File: src/rtl/point_double_chain.sv
// Chains k successive doublings of an affine point through one external
// point_double unit, restarting it once per doubling and collecting 2^k*P.
typedef struct packed {
  logic [15:0] x;
  logic [15:0] y;
} curve_point_t;

module point_double_chain #(
  parameter int CNT_WIDTH = 8,
  parameter int GUARD     = 1
) (
  input  logic                 clk,
  input  logic                 Reset_n,
  input  logic                 start,
  input  curve_point_t         P,
  input  logic [CNT_WIDTH-1:0] k,
  output logic                 busy,
  output logic                 Done,
  output curve_point_t         R,
  output logic                 inf,
  output logic                 dbl_reset,
  output curve_point_t         dbl_P,
  input  logic                 dbl_done,
  input  curve_point_t         dbl_R
);

  localparam int GW = (GUARD < 1) ? 1 : $clog2(GUARD + 1);

  typedef enum logic [2:0] {S_IDLE, S_LOAD, S_WAIT, S_CAPTURE, S_DONE} state_t;

  state_t               state_reg, state_next;
  curve_point_t         cur_reg;
  logic [CNT_WIDTH-1:0] cnt_reg;
  logic [CNT_WIDTH-1:0] cnt_dec;
  logic                 inf_reg;
  logic [GW-1:0]        guard_reg;
  logic                 accept;
  logic                 accept_done, accept_inf;
  logic                 cap_done, cap_inf;
  logic                 guard_ok;

  assign accept   = start && (state_reg == S_IDLE || state_reg == S_DONE);
  assign cnt_dec  = (cnt_reg == '0) ? '0 : cnt_reg - 1'b1;
  assign guard_ok = (guard_reg >= GW'(GUARD));

  // A zero count finishes with the base point itself; y==0 means 2*P is infinity.
  assign accept_done = (k == '0) || (P.y == '0);
  assign accept_inf  = (k != '0) && (P.y == '0);
  assign cap_done    = (cnt_dec == '0) || (dbl_R.y == '0);
  assign cap_inf     = (cnt_dec != '0) && (dbl_R.y == '0);

  always_ff @(posedge clk or negedge Reset_n) begin
    if (!Reset_n) begin
      state_reg <= S_IDLE;
    end else begin
      state_reg <= state_next;
    end
  end

  always_comb begin
    state_next = state_reg;
    case (state_reg)
      S_IDLE, S_DONE: begin
        if (start) begin
          state_next = accept_done ? S_DONE : S_LOAD;
        end
      end
      S_LOAD:    state_next = S_WAIT;
      S_WAIT: begin
        if (dbl_done && guard_ok) begin
          state_next = S_CAPTURE;
        end
      end
      S_CAPTURE: state_next = cap_done ? S_DONE : S_LOAD;
      default:   state_next = S_IDLE;
    endcase
  end

  always_comb begin
    busy      = 1'b0;
    Done      = 1'b0;
    dbl_reset = 1'b1;
    case (state_reg)
      S_LOAD, S_CAPTURE: busy = 1'b1;
      S_WAIT: begin
        busy      = 1'b1;
        dbl_reset = 1'b0;
      end
      S_DONE:  Done = 1'b1;
      default: ;
    endcase
  end

  always_ff @(posedge clk or negedge Reset_n) begin
    if (!Reset_n) begin
      cur_reg   <= '0;
      cnt_reg   <= '0;
      inf_reg   <= 1'b0;
      guard_reg <= '0;
    end else begin
      if (accept) begin
        cur_reg <= P;
        cnt_reg <= k;
        inf_reg <= accept_inf;
      end else if (state_reg == S_CAPTURE) begin
        cur_reg <= dbl_R;
        cnt_reg <= cnt_dec;
        inf_reg <= cap_inf;
      end
      // The guard window masks a stale done from the previous doubling.
      if (state_reg == S_LOAD) begin
        guard_reg <= '0;
      end else if (state_reg == S_WAIT && !guard_ok) begin
        guard_reg <= guard_reg + 1'b1;
      end
    end
  end

  assign R     = cur_reg;
  assign inf   = inf_reg;
  assign dbl_P = cur_reg;

endmodule

File: config.mk
export PLATFORM = sky130hd
export DESIGN_NAME = point_double_chain
export DESIGN_NICKNAME = d
export VERILOG_FILES = /design/src/rtl/point_double_chain.sv
export SDC_FILE = /design/constraint.sdc
export NUM_CORES = 1
export LEC_CHECK = 0
export BUFFER_PORTS_ARGS = -buffer_cell sky130_fd_sc_hd__buf_2
export CAP_MARGIN = 20
export CORE_ASPECT_RATIO = 1.25
export CORE_MARGIN = 4
export CORE_UTILIZATION = 28
export CTS_BUF_LIST = sky130_fd_sc_hd__clkbuf_16
export DETAILED_ROUTE_END_ITERATION = 16
export SYNTH_ARGS = -nofsm -noshare
export SYNTH_HDL_FRONTEND = slang
export SYNTH_SLANG_ARGS = --single-unit
File: constraint.sdc
create_clock -name clk -period 2.4 [get_ports clk]
set_input_delay 0.6 -clock clk [delete_from_list [all_inputs] [get_ports clk]]
set_output_delay 0.6 -clock clk [all_outputs]
set_load 0.01 [all_outputs]
==> results by group <==
Power and ir drop
  • Clock power frac: 15.5%
  • Pwr dens: about 1300 mW/mm²
  • Logic gate share of total power: between 50% and 60%
  • Max rail drop VDD: around 500 µV
  • Lkg Pwr: 1.673 nW
  • Sequential Power Share: 33.9%
  • Switching Power: 0.001917 W
  • Switch share: a little over two fifths
  • Internal Dissipation: 0.002482 W
  • Overall Power: roughly 0.0044 W

STA
  • Hold WS: about 280 ps
  • Final setup margin: roughly 360 ps
  • Final Hold Vio Count: 0
  • Number of setup violations in the final report: 0
  • Skew final: between 10 and 15 ps
  • Worst slew pin tran: around 650 ps
  • RSZ-0062 raised after global routing: false
  • Period utilization: 84.85%
  • Max Clock Freq: approximately 490 MHz
  • Final period demand of the worst path: a little over 2000 ps
  • Slew margin rel.: 56.27%
  • Fin Setup TNS: 0 ps
  • Pins over their slew limit: 0

Yosys
  • Synth top area share: between 40% and 50%
  • Mapped Area: 0.002534 mm²
  • Synth warn: 0
  • Number of synthesized register bits: between 40 and 50
  • Syn Inst Count: between 200 and 300
  • Syn_area_per_cell: around 8.6 µm²
  • Post-synthesis sequential area ratio: 44.44%
  • Commonest cells post-synth: nand2_1 (73), dfrtp_1 (45), buf_4 (32)
  • FFs w/ async S/R, synth: 100.0%
  • Post-synth EDFFs: 0
  • Synth Flop Type: dfrtp_1
  • Synth unique cells: 44
  • Most common cell in the synthesized netlist: nand2_1
  • Top cells by area, synth: dfrtp_1 (44%), nand2_1 (11%), buf_4 (9.5%)
  • Post-Syn Nets: ~370
  • Synth area leader: dfrtp_1

Setup path
  • Crit path largest cell delay: between 500 and 600 ps
  • CP delay by family, top: flip-flops
  • Bufs and invs on worst path: 1
  • Crit path max-delay cell type: dfrtp_1
  • Critical path capture point type: output pin
  • CP Launch Type: flip-flop
  • WS Path Type: reg2out
  • Critical Path AT: 1440 ps
  • Crit path required time: between 1500 and 2000 ps
  • Critical path, cell by cell: or3b_2 > buf_2
  • CP Max Fanout: 9

Drt
  • DRC Markers: 0
  • WL/cell: 13.72 µm
  • WL met3: between 600 and 700 µm
  • Via-per-instance ratio: approximately 4.7
  • M1 WL: 2.858 mm
  • Post-DRT Antenna Nets: 0
  • Met2 wire len: between 3 and 4 mm
  • 1st-iter DRT viols: approximately 120
  • First drt pass iteration count: 4
  • Total wire length: 7.178 mm
  • Routed vias: between 2000 and 2500
  • Top routing layer in use: met4

Global route
  • Vias in the first global route: 2369
  • First-pass GRT wire length: between 10 and 15 mm
  • Pin count of the biggest net entering global routing: 42
  • Total gr overflow: 0
  • Initial antenna violation count: 0
  • Total GRT Usage: a little over an eighth

Floorplanning
  • Num rows: 38
  • Initial Util: 28.96%
  • IO Pins: approximately 140
  • Die ar.: around 0.011 mm²
  • Core Footprint: roughly 0.009 mm²
  • Die Ht: roughly 110 µm
  • Die Width: 93.08 µm

CTS
  • Post-CTS setup buffer count: 0
  • Clk Tree Root Cell: clkbuf_16
  • CTS Buffer Depth: 2
  • H-Tree Depth: 2
  • TritonCTS clock tree: done
  • CTS sink count: 45
  • Hold Buf Count CTS: 0
  • CTS buffer count: 5
  • Worst skew pair latency: approximately 290 ps
  • Post-CTS sizing: 0
  • Clk pin slew, worst setup/hold paths: 70 ps

Placed design
  • HPWL after DPL: 5.753 mm
  • Placer Congestion: 0.7898
  • Port Buf Inserts: between 100 and 150
  • Pre-CTS WS: about 170 ps

Finish
  • ANT cells: 0
  • Largest register FFs: 32
  • Layout cells sized above 1: between 40 and 50%
  • Area delta synth->final: 30.02%
  • Post-layout net count: roughly 480

Run status
  • Status: finished, final reports clean

Hold path
  • HP Class: in2async

Run
  • Max_cap viols: 0
==> layout make-up <==
class                           count  area [µm²]
Clock buffer                        5       125.1
Multi-Input combinational cell    197        1091
Tap cell                          120       150.1
Inverter                            3       11.26
Timing Repair Buffer              150       768.2
Clock inverter                      3       22.52
Fill cell                         956        5454
Sequential cell                    45        1126
==> cells in the final DEF, fill, tap and decap left out, types with 3 or more instances in the layout <==
cell type   count
nor3_1          6
nand2_1        73
clkinvlp_4      3
or4_4           3
o211ai_1        5
dfrtp_1        45
nor4_1          6
a31oi_1        17
inv_1           3
buf_2         143
a22oi_1        18
a221o_1         3
buf_4           7
nor2_1         26
clkbuf_16       5
o21ai_0         6
==> worst register-to-register path: cells and delay by family, from the launching register on <==
family          cells  cell delay [ps]
compound gates      3              740
flops               1              430
simple gates        1              410
fa+ha+maj           1              270
buf+inv             1               80
==> worst paths after layout <==
kind / endpoint / slack, ps / depth (start not counted) / startpoint
min in group clk: R[13] / 500 / 2 / R[13]
worst max-delay path: dbl_reset / 360 / 2 / state_reg[1]
worst min register to register: R[13] / 500 / 2 / R[13]
max in group asynchronous: R[24] / 1530 / 2 / Reset_n
worst min-delay path: cnt_reg[3] / 280 / 1 / Reset_n
worst max register to register: cnt_reg[5] / 370 / 6 / cnt_reg[0]
==> per-stage QoR <==
stage | cell area, µm² | std cells | util (%)
after detailed placement | 3147 | 515 | 35.97
after global routing | 3294 | 523 | 37.66
after floorplan | 2534 | 294 | -
after global placement | 3147 | 515 | 35.97
final | 3294 | 523 | 37.66
after CTS | 3294 | 523 | 37.66
==> power groups by stage <==
stage | sequential [W] | combinational, W | clock (W)
after floorplan | 0.00156 | 0.00162 | 0
after global placement | 0.00148 | 0.00225 | 0
after detailed placement | 0.00150 | 0.00227 | 0
after CTS | 0.00149 | 0.00227 | 0.000706
after global routing | 0.00156 | 0.00249 | 0.000740
final | 0.00149 | 0.00223 | 0.000680
==> metal layers <==
layer  up-vias  global-route usage (%)
met3        11                   2.959
met1      1137                   14.66
met4         0                   4.497
met5         -                       0
met2       108                   24.36
li1       1227                       -
==> cells by family after synthesis <==
kind of cell,count (synthesis),synth area share [%]
AOI/OAI and AO/OA,63,18.03
xor gates and xnor gates,2,0.6915
adders and majority gates,1,0.4937
buffers and inverters,52,12.69
DFF,45,44.44
and+or+nand+nor,131,23.65
Power figures use the tool's default switching activity.
